--- config.mk ---
export PLATFORM = sky130hd
export DESIGN_NAME = conv1d_sequencer
export DESIGN_NICKNAME = d
export VERILOG_FILES = /design/src/rtl/conv1d_pkg.sv /design/src/rtl/conv1d_seq_fifo.sv /design/src/rtl/conv1d_sequencer.sv
export SDC_FILE = /design/constraint.sdc
export NUM_CORES = 1
export LEC_CHECK = 0
export BUFFER_PORTS_ARGS = -buffer_cell sky130_fd_sc_hd__buf_4
export CORE_ASPECT_RATIO = 1.4
export CORE_MARGIN = 2
export CORE_UTILIZATION = 45
export DETAILED_ROUTE_END_ITERATION = 10
export PLACE_DENSITY = 0.69
export SYNTH_ARGS = -nofsm -noshare
export SYNTH_HDL_FRONTEND = slang
export SYNTH_SLANG_ARGS = --single-unit
--- constraint.sdc ---
create_clock -name clk -period 4.3 [get_ports clk]
set_clock_uncertainty 0.2 [all_clocks]
set_input_delay 0.86 -clock clk [delete_from_list [all_inputs] [get_ports clk]]
set_output_delay 0.86 -clock clk [all_outputs]
set_load 0.1 [all_outputs]
--- src/rtl/conv1d_pkg.sv ---
// Shared definitions for the conv1d engine and its autonomous sequencer:
// engine command codes, sequencer state encoding and ring-position arithmetic.
package conv1d_pkg;

  localparam int CMD_START   = 6;
  localparam int CMD_GET_ACC = 7;
  localparam int CMD_SET_X   = 8;
  localparam int CMD_DONE    = 9;

  typedef enum logic [2:0] {
    S_IDLE,
    S_SET_X,
    S_START,
    S_POLL,
    S_CHECK,
    S_READ,
    S_CAPTURE,
    S_DONE
  } seq_state_t;

  // Advance a ring position, wrapping to 0 at the ring length.
  function automatic logic [31:0] next_ring_pos(input logic [31:0] x, input logic [31:0] len);
    return (x + 32'd1 == len) ? 32'd0 : x + 32'd1;
  endfunction

endpackage

--- src/rtl/conv1d_seq_fifo.sv ---
// Synchronous result FIFO with exact occupancy; head data is visible the cycle after a push.
// A push into a full FIFO is accepted only together with a pop; a pop of an empty FIFO is ignored.
module conv1d_seq_fifo #(
  parameter  int DATA_W = 32,
  parameter  int DEPTH  = 8,
  localparam int AW     = $clog2(DEPTH),
  localparam int LW     = AW + 1
) (
  input  logic              clk,
  input  logic              reset,
  input  logic              push_i,
  input  logic [DATA_W-1:0] push_dat_i,
  input  logic              pop_i,
  output logic [DATA_W-1:0] head_dat_o,
  output logic              vld_o,
  output logic              full_o,
  output logic [LW-1:0]     level_o
);

  logic [DATA_W-1:0] mem_q [DEPTH];
  logic [AW-1:0]     wr_ptr_q;
  logic [AW-1:0]     rd_ptr_q;
  logic [LW-1:0]     level_q;
  logic              pop_ok;
  logic              push_ok;

  assign full_o  = (level_q == LW'(DEPTH));
  assign vld_o   = (level_q != '0);
  assign pop_ok  = pop_i && vld_o;
  assign push_ok = push_i && (!full_o || pop_ok);

  always_ff @(posedge clk or posedge reset) begin
    if (reset) begin
      wr_ptr_q <= '0;
      rd_ptr_q <= '0;
      level_q  <= '0;
    end else begin
      if (push_ok) wr_ptr_q <= wr_ptr_q + AW'(1);
      if (pop_ok)  rd_ptr_q <= rd_ptr_q + AW'(1);
      level_q <= level_q + LW'(push_ok) - LW'(pop_ok);
    end
  end

  always_ff @(posedge clk) begin
    if (push_ok) mem_q[wr_ptr_q] <= push_dat_i;
  end

  // Storage is not reset, so the head is masked while empty.
  assign head_dat_o = vld_o ? mem_q[rd_ptr_q] : '0;
  assign level_o    = level_q;

endmodule

--- src/rtl/conv1d_sequencer.sv ---
// Autonomous conv1d command sequencer: SET_X/START/POLL/GET_ACC per output, results into a FIFO.
// Min 6 cycles per output plus extra POLL/CHECK pairs; stalls in READ while the result FIFO is full.
// Optional CONV1D_SEQ_PERF_EN adds perf_cycles/perf_stall counters, cleared on each accepted start.
module conv1d_sequencer
  import conv1d_pkg::*;
#(
  parameter int DATA_W     = 32,
  parameter int CMD_W      = 7,
  parameter int CNT_W      = 16,
  parameter int FIFO_DEPTH = 8
) (
  input  logic                        clk,
  input  logic                        reset,
  input  logic                        host_en,
  input  logic [CMD_W-1:0]            host_cmd,
  input  logic [DATA_W-1:0]           host_inp0,
  input  logic [DATA_W-1:0]           host_inp1,
  output logic [DATA_W-1:0]           host_ret,
  output logic                        host_ready,
  input  logic                        seq_start,
  input  logic                        seq_abort,
  input  logic [CNT_W-1:0]            seq_num_pos,
  input  logic [CNT_W-1:0]            seq_start_x,
  input  logic [CNT_W-1:0]            seq_ring_len,
  output logic                        seq_busy,
  output logic                        seq_done,
  output logic                        res_valid,
  input  logic                        res_ready,
  output logic [DATA_W-1:0]           res_data,
  output logic [$clog2(FIFO_DEPTH):0] res_level,
  output logic                        eng_en,
  output logic [CMD_W-1:0]            eng_cmd,
  output logic [DATA_W-1:0]           eng_inp0,
  output logic [DATA_W-1:0]           eng_inp1,
`ifdef CONV1D_SEQ_PERF_EN
  output logic [31:0]                 perf_cycles,
  output logic [31:0]                 perf_stall,
`endif
  input  logic [DATA_W-1:0]           eng_ret
);

  seq_state_t       state_q;
  logic [CNT_W-1:0] num_pos_q;
  logic [CNT_W-1:0] ring_len_q;
  logic [CNT_W-1:0] cur_x_q;
  logic [CNT_W-1:0] cur_x_d;
  logic [CNT_W-1:0] pos_cnt_q;
  logic [CNT_W-1:0] pos_cnt_d;
  logic             fifo_full;
  logic             idle;

  assign idle      = (state_q == S_IDLE);
  assign cur_x_d   = CNT_W'(next_ring_pos(32'(cur_x_q), 32'(ring_len_q)));
  assign pos_cnt_d = pos_cnt_q + CNT_W'(1);

  always_ff @(posedge clk or posedge reset) begin
    if (reset) begin
      state_q    <= S_IDLE;
      num_pos_q  <= '0;
      ring_len_q <= '0;
      cur_x_q    <= '0;
      pos_cnt_q  <= '0;
    end else begin
      unique case (state_q)
        S_IDLE: begin
          if (seq_start) begin
            num_pos_q  <= seq_num_pos;
            ring_len_q <= seq_ring_len;
            cur_x_q    <= seq_start_x;
            pos_cnt_q  <= '0;
            state_q    <= (seq_num_pos == '0) ? S_DONE : S_SET_X;
          end
        end
        S_SET_X: state_q <= S_START;
        S_START: state_q <= S_POLL;
        S_POLL:  state_q <= S_CHECK;
        S_CHECK: state_q <= eng_ret[0] ? S_READ : S_POLL;
        S_READ: begin
          if (!fifo_full) state_q <= S_CAPTURE;
        end
        S_CAPTURE: begin
          cur_x_q   <= cur_x_d;
          pos_cnt_q <= pos_cnt_d;
          state_q   <= (pos_cnt_d == num_pos_q) ? S_DONE : S_SET_X;
        end
        S_DONE:  state_q <= S_IDLE;
        default: state_q <= S_IDLE;
      endcase
      // Abort wins over any transition above; the engine is simply left to finish on its own.
      if (seq_abort && !idle && (state_q != S_DONE)) state_q <= S_DONE;
    end
  end

  always_comb begin
    eng_en   = 1'b0;
    eng_cmd  = '0;
    eng_inp0 = '0;
    eng_inp1 = '0;
    unique case (state_q)
      S_IDLE: begin
        eng_en   = host_en;
        eng_cmd  = host_cmd;
        eng_inp0 = host_inp0;
        eng_inp1 = host_inp1;
      end
      S_SET_X: begin
        eng_en   = 1'b1;
        eng_cmd  = CMD_W'(CMD_SET_X);
        eng_inp1 = DATA_W'(cur_x_q);
      end
      S_START: begin
        eng_en  = 1'b1;
        eng_cmd = CMD_W'(CMD_START);
      end
      S_POLL: begin
        eng_en  = 1'b1;
        eng_cmd = CMD_W'(CMD_DONE);
      end
      S_READ: begin
        eng_en  = !fifo_full;
        eng_cmd = CMD_W'(CMD_GET_ACC);
      end
      default: ;
    endcase
  end

  assign host_ready = idle;
  assign seq_busy   = !idle;
  assign seq_done   = (state_q == S_DONE);
  assign host_ret   = idle ? eng_ret : '0;

  conv1d_seq_fifo #(
    .DATA_W (DATA_W),
    .DEPTH  (FIFO_DEPTH)
  ) u_fifo (
    .clk        (clk),
    .reset      (reset),
    .push_i     (state_q == S_CAPTURE),
    .push_dat_i (eng_ret),
    .pop_i      (res_ready),
    .head_dat_o (res_data),
    .vld_o      (res_valid),
    .full_o     (fifo_full),
    .level_o    (res_level)
  );

`ifdef CONV1D_SEQ_PERF_EN
  logic [31:0] perf_cycles_q;
  logic [31:0] perf_stall_q;

  always_ff @(posedge clk or posedge reset) begin
    if (reset) begin
      perf_cycles_q <= '0;
      perf_stall_q  <= '0;
    end else if (idle && seq_start) begin
      perf_cycles_q <= '0;
      perf_stall_q  <= '0;
    end else begin
      if (!idle) perf_cycles_q <= perf_cycles_q + 32'd1;
      if ((state_q == S_READ) && fifo_full) perf_stall_q <= perf_stall_q + 32'd1;
    end
  end

  assign perf_cycles = perf_cycles_q;
  assign perf_stall  = perf_stall_q;
`endif

endmodule

# [Yosys cells after proc, flatten, opt, wreduce, memory -nomap -nowiden]
# Memories as Yosys holds them, arrays and structs flattened.
# Cells that the tools add are included.
[totals] register_bits=77 latch_bits=0 ram_bits=256 rom_bits=0 output_inout_bits=144 wordCells=64 n_memories=1
[mem_list] name="u_fifo.mem_q" depth=8 word_bits=32 rd=1 rd_clocked_by_memory_dff=0 write_ports=1 line_no="conv1d_seq_fifo.sv:20" text="logic [DATA_W-1:0] mem_q [DEPTH];"
[op_classes] add_sub_neg=6 n_mul=0 n_div=0 n_lt_le_gt_ge=0 eq_ne=14 n_shift=0 muxes=20 bitwise=0 n_reduce_logical=15
[op_table] op="$mux W32" n=3
[op_table] op="$pmux W16 S2" n=2
[op_table] op="$pmux W32 S2" n=1
[op_table] op="$mux W16" n=3
[op_table] op="$pmux W7 S5" n=1
[op_table] op="$pmux W3 S8" n=1
[op_table] op="$mux W3" n=6
[op_table] op="$add A16 B1 Y17 const B" n=1
[op_table] op="$eq A17 B16 Y1" n=1
[op_table] op="$add A16 B1 Y16 const B" n=1
[op_table] op="$eq A16 B16 Y1" n=1
[op_table] op="$logic_not A16 Y1" n=1
[op_table] op="$eq A3 B3 Y1 const B" n=4
[op_table] op="$add A3 B1 Y3 const B" n=2
[op_table] op="$eq A3 B2 Y1 const B" n=2
[op_table] op="$ne A3 B3 Y1 const B" n=2
[op_table] op="$reduce_and A2 Y1" n=3
[op_table] op="$add A4 B1 Y4" n=1
[op_table] op="$eq A4 B4 Y1 const B" n=1
[op_table] op="$logic_and A1 B1 Y1" n=4
[op_table] op="$reduce_bool A4 Y1" n=1
[op_table] op="$sub A4 B1 Y4" n=1
[op_table] op="$eq A3 B1 Y1 const B" n=1
[op_table] op="$logic_not A3 Y1" n=1
[op_table] op="8 further kinds" n=10

# [Longest topological paths before layout]
# Gate-level depths: netlist (run 1).
[depth] depth_word=6 ltp_mapped=13 depth_no_buf=12

# [Modules after synthesis]
# A second synthesis (run 1) with hierarchy kept.
[unflattened] cells_unflattened=1095 hier_area_um2=15325.9
[by_module_without_submodules] module="conv1d_seq_fifo" n_inst=1 cells_each=435 area_per_inst_um2=10196.0
[by_module_without_submodules] module="conv1d_sequencer" n_inst=1 cells_each=660 area_per_inst_um2=5129.9

# [Worst setup path before layout (run 1)]
# OpenSTA, ideal clock, no wires.
[synth_path] path_type="register to register" start="reg u_fifo.level_q[2] (netlist: u_fifo.level_o[2])" end="mem u_fifo.mem_q[1][0] (enable)" t_arrival_ns=5.226 setup_slack_ns=-1.587 stages_incl_launch_ff=10 period_less_slack_ns=5.887 cell_sequence="dfrtp_1 inv_1 ha_1 and2_1 clkbuf_1 inv_1 nand2_1 a21oi_1 nand2_1 nor3_1"
[synth_between] elab_chain_cells=6
[synth_lines] element="from (decl)" line_no="conv1d_seq_fifo.sv:23" text="logic [LW-1:0] level_q;"
[synth_lines] element="from (signal assigned)" line_no="conv1d_seq_fifo.sv:40" text="level_q <= level_q + LW'(push_ok) - LW'(pop_ok);"
[synth_lines] element="$reduce_bool A4 Y1" line_no="conv1d_seq_fifo.sv:28" text="assign vld_o = (level_q != '0);"
[synth_lines] element="via res_valid" line_no="conv1d_sequencer.sv:27" text="output logic res_valid,"
[synth_lines] element="$logic_and A1 B1 Y1" line_no="conv1d_seq_fifo.sv:29" text="assign pop_ok = pop_i && vld_o;"
[synth_lines] element="$logic_or A1 B1 Y1" line_no="conv1d_seq_fifo.sv:30" text="assign push_ok = push_i && (!full_o || pop_ok);"
[synth_lines] element="$logic_and A1 B1 Y1" line_no="conv1d_seq_fifo.sv:30"
[synth_lines] element="via u_fifo.push_ok" line_no="conv1d_seq_fifo.sv:25" text="logic push_ok;"
[synth_lines] element="$mux W1" line_no="conv1d_seq_fifo.sv:45" text="if (push_ok) mem_q[wr_ptr_q] <= push_dat_i;"
[synth_lines] element="$mux W1 (implied by the code)" line_no="conv1d_seq_fifo.sv:45"
[synth_lines] element="to (decl)" line_no="conv1d_seq_fifo.sv:20"
# The timed path passes the listed nets, and every way through them passes these cells.

# [Final worst setup path (run 1)]
[layout_path] start="reg state_q[1]" end="out eng_inp1[6]"
[layout_between] elab_chain_cells=2
[layout_lines] element="from (decl)" line_no="conv1d_sequencer.sv:42" text="seq_state_t state_q;"
[layout_lines] element="from (signal assigned)" line_no="conv1d_sequencer.sv:71" text="state_q <= (seq_num_pos == '0) ? S_DONE : S_SET_X;"
[layout_lines] element="from (signal assigned)" line_no="conv1d_sequencer.sv:77" text="S_CHECK: state_q <= eng_ret[0] ? S_READ : S_POLL;"
[layout_lines] element="from (signal assigned)" line_no="conv1d_sequencer.sv:84" text="state_q <= (pos_cnt_d == num_pos_q) ? S_DONE : S_SET_X;"
[layout_lines] element="$eq A3 B1 Y1 / $logic_not A3 Y1 (equally long branches)" line_no="conv1d_sequencer.sv:99" text="unique case (state_q)"
[layout_lines] element="$pmux W32 S2 *" line_no="conv1d_sequencer.sv:99"
[layout_lines] element="to (decl)" line_no="conv1d_sequencer.sv:34" text="output logic [DATA_W-1:0] eng_inp1,"
# Every way passes the cells marked *; elsewhere a longest branch is shown, timed or not.

==> impl_results.md, run 1 <==
- Diodes inserted: 0
- Cell area after layout: about 0.019 sq mm
- CTS Buffer Depth: 3
- Tmin final: between 3 and 4 ns
- Peak VDD IR: 0.641 mV
- Status: complete, no violations
- Initial Util: a little under half
- Syn Nets: about 1200
- Final Setup Violations: 0
- Post-synthesis sequential area ratio: 63.1%
- Full die area: about 0.035 sq mm
- Worst Path Max Fanout: 78
- Cell taking the most area after synthesis: edfxtp_1
- CP Class: register to output port
- Max cap viols: 0
- Post-CTS resize count: 0
- Cts bufs inserted: 31
- Yosys top cell area share: between 50% and 60%
- Worst min-delay path category: input port to async pin
- Final Hold Fails: 0
- Clk_lat worst skew: 0.56 ns
- Max Fclk: roughly 250 MHz
- Nature of the critical path endpoint: output port
- Global-route wire length before repair: around 57 mm
- Ys async rst share: a little under a quarter
- DR vias/cell: approximately 5.4
- DR iter-0 viols: 570
- Total track usage: 20.3%
- Tot Pwr: 15.1 mW
- Vias in the first global route: between 10000 and 15000
- Count leader, synth: edfxtp_1
- Top FF cell, synth: edfxtp_1
- Die H: 222 microns
- Dpl hpwl: roughly 25 mm
- CTS root buf: clkbuf_16
- Pwr/cell area: 788 mW/mm^2
- Commonest cells post-synth: edfxtp_1 (256), and2_1 (84), dfrtp_1 (77), nor2_1 (75), mux4_2 (64)
- Number of detailed-route iterations in the first pass: 5
- Area Growth Syn to Fin: 25.4%
- Via Count: ~9800
- Avg WL per Cell: approximately 20 microns
- Top post-synthesis cells by area: edfxtp_1 (50%), dfrtp_1 (13%), mux4_2 (9.5%)
- Worst Tran Pin Value: 0.852 ns
- Post-route ant nets: 0
- Nets: between 1500 and 2000
- Placed cell area: ~0.018 sq mm
- IO Count: around 300
- Gr ovfl total: 0
- Antenna violations before repair: 1
- Cell variety after synth: 64
- Die width: ~160 microns
- Clock sink count: 333
- Comb pwr share: between 50% and 60%
- Share of power burned in the clock network: 17.0%
- Fin crit share: 91.5%
- Power Internal: approximately 7.8 mW
- Sequential share of power: a little under a third
- Pleak: between 7 and 8 nW
- DRC: 0
- # rows: 79
- Final GP Congestion: about 0.9
- NetSw: between 7 and 8 mW
- H-tree depth: 1
- Share of layout cells above drive strength 1: 36.6%
- Number of synthesized flops with an enable pin: 256
- Slew Viols, Final: 0
- Fill cells: about 2600
- Total wire length: 36.5 mm
- I/O Buffers: 300
- RSZ-0062 raised after global routing: no
- Reg clk slew, reported paths: around 0.070 ns
- Post-CTS setup buffers: 0
- Cells after Synth: ~1100
- CORE AREA: roughly 0.033 sq mm
- Synth warnings: 0
- Crit path DAT: ~2.9 ns
- Syn_area_per_cell: between 10 and 15 sq um
- Slew headroom: around 43%
- Switch share: slightly below 50%
- Largest net degree at the start of global routing: between 70 and 80
- Hold-fix buffers at CTS: 0
- Crit start category: register
- Mapped cell area: ~0.015 sq mm
- Seq cells post-synth: between 300 and 400
- CP required: ~3.2 ns
- CTS tree: yes
power groups by stage:
stage	combinational [mW]	sequential [mW]	clock, mW
2_1_floorplan	6.33	4.44	0
3_3_place_gp	7.91	4.64	0
3_5_place_dp	7.97	4.67	0
4_1_cts	7.98	4.60	2.62
5_1_grt	8.31	4.67	2.73
6_report	7.90	4.60	2.56
worst paths after layout:
check                                                  end  cells past startpoint                       from  slack, ns
worst max-delay path                           eng_inp1[6]                      5     state_q[1]$_DFFE_PP0P_       0.36
worst min register to register   pos_cnt_q[15]$_DFFE_PP0P_                      1  pos_cnt_q[15]$_DFFE_PP0P_       0.32
worst min-delay path             ring_len_q[4]$_DFFE_PP0P_                      2                      reset       0.14
max in group asynchronous         num_pos_q[5]$_DFFE_PP0P_                      3                      reset       2.94
worst max register to register      cur_x_q[2]$_DFFE_PP0P_                     10     cur_x_q[0]$_DFFE_PP0P_       0.70
min in group clk                ring_len_q[13]$_DFFE_PP0P_                      3           seq_ring_len[13]       0.31
per-stage QoR:
step                      hold WS [ns]  TNS (ns)  setup WS (ns)  instances  utilization [%]
after CTS                        0.141         0          0.302       1821             57.4
after floorplan                  0.271    -0.975       -0.00832       1058                -
after detailed placement         0.306         0          0.719       1767             54.6
after global routing             0.161         0          0.197       1821             57.4
final                            0.144         0          0.365       1821             57.4
after global placement           0.291         0          0.779       1767             54.6
critical path, stage by stage (launching register included):
cell     delay (ns)
dfrtp_1        0.57
or3_1          0.45
inv_2          0.41
buf_12         0.32
a22o_1         0.24
buf_4          0.31
final cells by class:
cell class                      count  area (sq um)  area share [%]
Sequential cell                   333          9620            50.4
Multi-Input combinational cell    623          5300            27.7
Timing Repair Buffer              331          2560            13.4
Clock buffer                       36           795            4.16
Tap cell                          445           557            2.91
Clock inverter                     18           138           0.720
Inverter                           35           131           0.688
layout by cell type (no fill, tap or decap), types with 31 or more instances in the layout:
cell,instances
and2_1,82
buf_4,325
clkbuf_16,31
dfrtp_1,71
edfxtp_1,256
inv_1,33
mux2_2,34
mux2i_1,34
mux4_2,64
nand2_1,38
nor2_1,69
o21ai_0,37
xnor2_1,32
flip-flops by register name, summed over array words and instances (netlist names):
signal / flops
u_fifo.mem_q: 256
u_fifo.wr_ptr_q: 3
ring_len_q: 16
u_fifo.level_o: 4
num_pos_q: 16
state_q: 3
pos_cnt_q: 16
u_fifo.rd_ptr_q: 3
cur_x_q: 16
kinds of logic after synthesis:
kind of cell	after synthesis	share of synthesized area, %
flip-flops	333	63.1
AND/OR/NAND/NOR	289	10.2
AO/OA/AOI/OAI	142	6.02
multiplexers	132	14.2
buffers and inverters	102	2.64
XOR/XNOR	49	2.91
adder cells (fa/ha/maj)	11	0.952
layer usage:
metal  vias up  track usage, %  share of wire (%)  wire (microns)
met1      4857            23.7                 38           13700
met3        47            3.70                6.4            2320
met4         0            4.57                1.7             611
li1       4571               -                  -               -
met2       316            38.3                 54           19800
met5         -               0                  0               0
No activity file was read; power rests on OpenSTA's default activity.
==> inputs of run 2 (changes only) <==
--- a/config.mk
+++ b/config.mk
@@ -7,7 +7,6 @@
 export LEC_CHECK = 0
 export BUFFER_PORTS_ARGS = -buffer_cell sky130_fd_sc_hd__buf_4
 export CORE_ASPECT_RATIO = 1.4
-export CORE_MARGIN = 2
 export CORE_UTILIZATION = 45
 export DETAILED_ROUTE_END_ITERATION = 10
 export PLACE_DENSITY = 0.69
==> run 2 against run 1 <==
Effect of this change:
- count of clock-buffer cells in the layout fell by 1
- routed wire length fell by 2.0%
- combinational power fell by 2%
- maximum frequency fell by 0.70%
- non-clock buffer count fell by 6
- sequential share of layout area barely moved
- global-route usage rose by 0.53 points
- sequential power rose by 2%
- worst setup slack got worse by 0.028 ns
- via count rose by 1.0%
==> impl_results.md, run 2 (synthesized netlist as in run 1, its figures left out) <==
- Pwr/cell area: around 800 mW/mm^2
- Crit path DAT: between 2 and 3 ns
- Antenna violations before repair: 0
- Max reg flops: between 200 and 300
- CTS tree: yes
- Die H: approximately 220 microns
- Max cap viols: 0
- Number of detailed-route iterations in the first pass: 4
- Status: complete, no violations
- Largest net degree at the start of global routing: 78
- Final core occ: a little under three fifths
- Reg clk slew, reported paths: approximately 0.070 ns
- CTS root buf: clkbuf_16
- R2R Setup Slk: 0.65 ns
- Nature of the critical path endpoint: output port
- Final worst slack: roughly 0.34 ns
- Setup TNS: 0 ns
- I/O Buffers: 300
- H-tree depth: 1
- Final hold slack: 0.174 ns
- Total track usage: about 21%
- Tmin final: around 4 ns
- RR Startpoint: cur_x_q[0]$_DFFE_PP0P_
- CP Class: register to output port
- Fill cells: roughly 2600
- Tot Pwr: roughly 15 mW
- Nets: about 1500
- Post-CTS setup buffers: 0
- Diodes inserted: 0
- Pleak: roughly 7.3 nW
- CP required: between 3 and 4 ns
- DR vias/cell: between 5 and 6
- Commonest non-fill, non-tap cell in the layout: buf_4
- Clk_lat worst skew: about 0.56 ns
- Worst min-delay path category: input port to async pin
- Top reg by flops: u_fifo.mem_q
- Slew Viols, Final: 0
- Vias in the first global route: 9783
- Gr ovfl total: 0
- Final GP Congestion: 0.888
- Most frequent cells in the layout: buf_4 (320), edfxtp_1 (256), and2_1 (83)
- Dpl hpwl: ~24 mm
- Crit start category: register
- Placed cell area: about 0.018 sq mm
- Full die area: about 0.035 sq mm
- Cell area after layout: between 0.015 and 0.02 sq mm
- Clock sink count: ~330
- Hold-fix buffers at CTS: 0
- Post-CTS resize count: 0
- CTS Buffer Depth: 3
- Peak VDD IR: a little over 0.6 mV
- Via Count: 9891
- Slew headroom: 40.1%
- Post-route ant nets: 0
- Cts bufs inserted: 30
- Placed Cells: 1761
- Initial Util: between 40 and 50%
- Final Hold Fails: 0
- Final Setup Violations: 0
- Total wire length: between 30 and 40 mm
- CORE AREA: 0.0333 sq mm
- Die width: 158 microns
- Final non-filler cell total: around 1800
- DRC: 0
- # rows: between 70 and 80
- IO Count: 301
- R2r endpoint: cur_x_q[5]$_DFFE_PP0P_
- Global-route wire length before repair: 54.4 mm
- Area Growth Syn to Fin: 25.4%
- DR iter-0 viols: 549
- R2R depth: 10
- Worst Tran Pin Value: approximately 0.9 ns
- Fin crit share: around 92%
- Max Fclk: approximately 250 MHz
- RSZ-0062 raised after global routing: no
- Worst Path Max Fanout: 77
- Share of layout cells above drive strength 1: between 30% and 40%
- Avg WL per Cell: just under 20 microns
- Placement Setup Slack: between 0.7 and 0.8 ns
[run 2: changes by cell type in the layout (fill, tap and decap cells not counted), moves of 3 or more]
cell       before  now
clkinv_1        7   10
bufinv_16       2    5
clkinv_2        6    3
buf_4         325  320
[run 2: final cells by class]
class	count	area (sq um)	area share [%]
clock buffer	35	791	4.14
tap	445	557	2.91
sequential	333	9620	50.3
inverter	35	131	0.687
clock inverter	20	213	1.11
multi-input combinational	623	5300	27.7
timing repair buffer	325	2500	13.1
[run 2: how the worst max path moves through the flow]
stage | cells after the start | endpoint | start | slack (ns)
after floorplan | 8 | u_fifo.mem_q[7][0]$_DFFE_PP_ | u_fifo.level_o[0]$_DFF_PP0_ | -0.008
after global placement | 10 | cur_x_q[3]$_DFFE_PP0P_ | cur_x_q[0]$_DFFE_PP0P_ | 0.77
after detailed placement | 10 | cur_x_q[3]$_DFFE_PP0P_ | cur_x_q[0]$_DFFE_PP0P_ | 0.71
after CTS | 5 | eng_inp1[12] | state_q[0]$_DFFE_PP0P_ | 0.32
after global routing | 5 | eng_inp1[6] | state_q[0]$_DFFE_PP0P_ | 0.19
final | 5 | eng_inp0[4] | state_q[0]$_DFFE_PP0P_ | 0.34
[run 2: per-layer routing]
| metal | track usage [%] | up-vias | wire (microns) |
|---|---|---|---|
| met1 | 25.6 | 4970 | 14200 |
| li1 | - | 4565 | - |
| met5 | 0 | - | 0 |
| met3 | 3.54 | 39 | 1990 |
| met4 | 4.98 | 0 | 573 |
| met2 | 37.7 | 317 | 18900 |
[run 2: power breakdown]
part / leakage, nW / total (mW) / internal (mW) / switching [mW]
Clock: 0.485 / 2.73 / 1.60 / 1.12
Sequential: 3.27 / 4.70 / 3.99 / 0.706
Combinational: 3.59 / 7.78 / 2.32 / 5.46
Total: 7.35 / 15.2 / 7.92 / 7.29
[run 2: critical path, stage by stage, from the launching register on]
cell	delay, ns
dfrtp_1	0.58
or3_1	0.49
inv_2	0.39
buf_12	0.30
and2_1	0.20
buf_4	0.30
==> inputs of run 3 (changes only) <==
--- a/config.mk
+++ b/config.mk
@@ -6,10 +6,12 @@
 export NUM_CORES = 1
 export LEC_CHECK = 0
 export BUFFER_PORTS_ARGS = -buffer_cell sky130_fd_sc_hd__buf_4
+export CELL_PAD_IN_SITES_DETAIL_PLACEMENT = 1
+export CELL_PAD_IN_SITES_GLOBAL_PLACEMENT = 1
 export CORE_ASPECT_RATIO = 1.4
-export CORE_UTILIZATION = 45
+export CORE_UTILIZATION = 41
 export DETAILED_ROUTE_END_ITERATION = 10
-export PLACE_DENSITY = 0.69
+export PLACE_DENSITY = 0.76
 export SYNTH_ARGS = -nofsm -noshare
 export SYNTH_HDL_FRONTEND = slang
 export SYNTH_SLANG_ARGS = --single-unit
==> run 3 against run 2 <==
Effect of this change:
- final area increased by 0.96%
- first-iteration DRC count down 8.2%
- maximum frequency up 4.9%
- core utilization fell by 4.7 points
- combinational power is 1% higher
- critical endpoint is now eng_inp1[8]
- clock power grew 7.3%
- worst hold slack gained 0.14 ns
- routed wire length up 14%
- critical path type unchanged
==> impl_results.md, run 3 (synthesized netlist as in run 1, its figures left out) <==
- Comb pwr share: between 50% and 60%
- Share of power burned in the clock network: between 10% and 20%
- Crit path depth: 5
- Crit start category: register
- CP max stage delay: roughly 0.58 ns
- Crit-path cells: or3_1, inv_2, buf_12, a22o_1, buf_4
- Die H: about 230 microns
- Crit path from: state_q[0]$_DFFE_PP0P_
- Cts bufs inserted: 34
- H-tree depth: 2
- Dpl hpwl: roughly 28 mm
- Worst Path Max Fanout: 94
- Commonest non-fill, non-tap cell in the layout: buf_4
- I/O Buffers: 300
- Worst Setup EP: eng_inp1[8]
- CP Class: register to output port
- Final Setup Violations: 0
- R2r endpoint: cur_x_q[2]$_DFFE_PP0P_
- WP buf/inv: 3
- DR iter-0 viols: roughly 500
- Final GP Congestion: about 0.85
- Share of layout cells above drive strength 1: a little under two fifths
- Avg WL per Cell: 22.0 microns
- R2R depth: 10
- Via Count: roughly 10000
- Area Growth Syn to Fin: 26.6%
- Gr ovfl total: 0
- Hold-fix buffers at CTS: 0
- Fin crit share: 87.9%
- NetSw: about 7.5 mW
- Nets: 1521
- Number of detailed-route iterations in the first pass: 5
- Post-route ant nets: 0
- Top reg by flops: u_fifo.mem_q
- Power Internal: approximately 8.0 mW
- Tmin final: 3.78 ns
- Final hold slack: 0.316 ns
- DRC: 0
- Pwr/cell area: 804 mW/mm^2
- Clock sink count: around 330
- Nature of the critical path endpoint: output port
- Global-route wire length before repair: ~63 mm
- Worst min-delay path category: register to register
- Peak VDD IR: 0.753 mV
- Status: complete, no violations
- CTS root buf: clkbuf_16
- Post-CTS resize count: 0
- Pleak: roughly 7.4 nW
- Slew headroom: 31.4%
- Final Hold Fails: 0
- CTS Buffer Depth: 3
- Reg clk slew, reported paths: ~0.060 ns
- Crit path DAT: 2.72 ns
- Max Fclk: ~260 MHz
- Switch share: around half
- Post-CTS setup buffers: 0
- Worst Tran Pin Value: between 1 and 1.5 ns
- RSZ-0062 raised after global routing: no
- CP delay by family, top: buffers and inverters
- Largest net degree at the start of global routing: 95
- CORE AREA: between 0.03 and 0.04 sq mm
- CP required: 3.24 ns
- IO Count: approximately 300
- Full die area: around 0.038 sq mm
- Sequential share of power: between 30% and 40%
- # rows: 83
- Slew Viols, Final: 0
- Clk_lat worst skew: between 0.5 and 0.6 ns
- RR Startpoint: cur_x_q[0]$_DFFE_PP0P_
- Tot Pwr: 15.5 mW
- Total track usage: 22.0%
- DR vias/cell: between 5 and 6
- Total wire length: around 41 mm
- Max reg flops: 256
- Initial Util: between 40% and 50%
- CTS tree: yes
- Antenna violations before repair: 1
- Max cap viols: 0
- Vias in the first global route: around 11000
- Slowest-stage cell, CP: dfrtp_1
- Final core occ: a little over half
- Setup TNS: 0 ns
- R2R Setup Slk: 0.65 ns
- Most frequent cells in the layout: buf_4 (317), edfxtp_1 (256), and2_1 (82)
- Die width: between 150 and 200 microns
[run 3: changes by cell type in the layout (fill, tap and decap cells not counted), moves of 3 or more]
cell | before | now
buf_12 | 5 | 9
buf_4 | 320 | 317
clkbuf_1 | 4 | 8
clkbuf_16 | 31 | 35
clkinv_1 | 10 | 3
clkinv_2 | 3 | 6
[run 3: worst min path at each step]
stage / from / end / slack [ns] / depth (start not counted)
6_report: u_fifo.wr_ptr_q[0]$_DFFE_PP0P_ / u_fifo.wr_ptr_q[0]$_DFFE_PP0P_ / 0.32 / 1
5_1_grt: u_fifo.wr_ptr_q[0]$_DFFE_PP0P_ / u_fifo.wr_ptr_q[0]$_DFFE_PP0P_ / 0.33 / 1
4_1_cts: u_fifo.wr_ptr_q[0]$_DFFE_PP0P_ / u_fifo.wr_ptr_q[0]$_DFFE_PP0P_ / 0.32 / 1
3_5_place_dp: u_fifo.wr_ptr_q[0]$_DFFE_PP0P_ / u_fifo.wr_ptr_q[0]$_DFFE_PP0P_ / 0.30 / 1
3_3_place_gp: pos_cnt_q[15]$_DFFE_PP0P_ / pos_cnt_q[15]$_DFFE_PP0P_ / 0.29 / 1
2_1_floorplan: pos_cnt_q[15]$_DFFE_PP0P_ / pos_cnt_q[15]$_DFFE_PP0P_ / 0.27 / 1
[run 3: cell type report]
cell class | instances | area, sq um
Inverter | 35 | 131
Multi-Input combinational cell | 623 | 5300
Sequential cell | 333 | 9620
Antenna cell | 1 | 2.50
Tap cell | 467 | 584
Clock inverter | 16 | 179
Clock buffer | 44 | 920
Fill cell | 3655 | 17400
Timing Repair Buffer | 326 | 2560
[run 3: worst reg2reg max path: stages, from the launching register on]
cell,delay [ns]
dfrtp_1,0.44
ha_1,0.33
nand3_1,0.17
or4_1,0.50
xnor2_1,0.17
or4_1,0.49
a211oi_2,0.23
a31oi_2,0.38
buf_4,0.33
a32oi_1,0.20
o21ai_1,0.09
[run 3: per-stage QoR]
step           cell area, sq um  std cells  setup WS [ns]
4_1_cts                   19300       1844          0.508
2_1_floorplan             15300       1058       -0.00832
6_report                  19300       1845          0.522
3_5_place_dp              18200       1784          0.636
5_1_grt                   19300       1845          0.376
3_3_place_gp              18200       1784          0.719
[run 3: per-layer routing]
metal	global-route usage, %	share of wire [%]	vias to the layer above
li1	-	-	4578
met1	25.8	38	5127
met2	40.4	54	299
met3	4.29	5.3	62
met4	5.79	1.9	0
met5	0	0	-
[run 3: power by group through the flow]
stage          clock [mW]  combinational [mW]  sequential, mW
2_1_floorplan           0                6.33            4.44
3_3_place_gp            0                7.85            4.73
3_5_place_dp            0                7.95            4.77
4_1_cts              3.01                7.97            4.71
5_1_grt              3.12                8.31            4.80
6_report             2.93                7.89            4.70
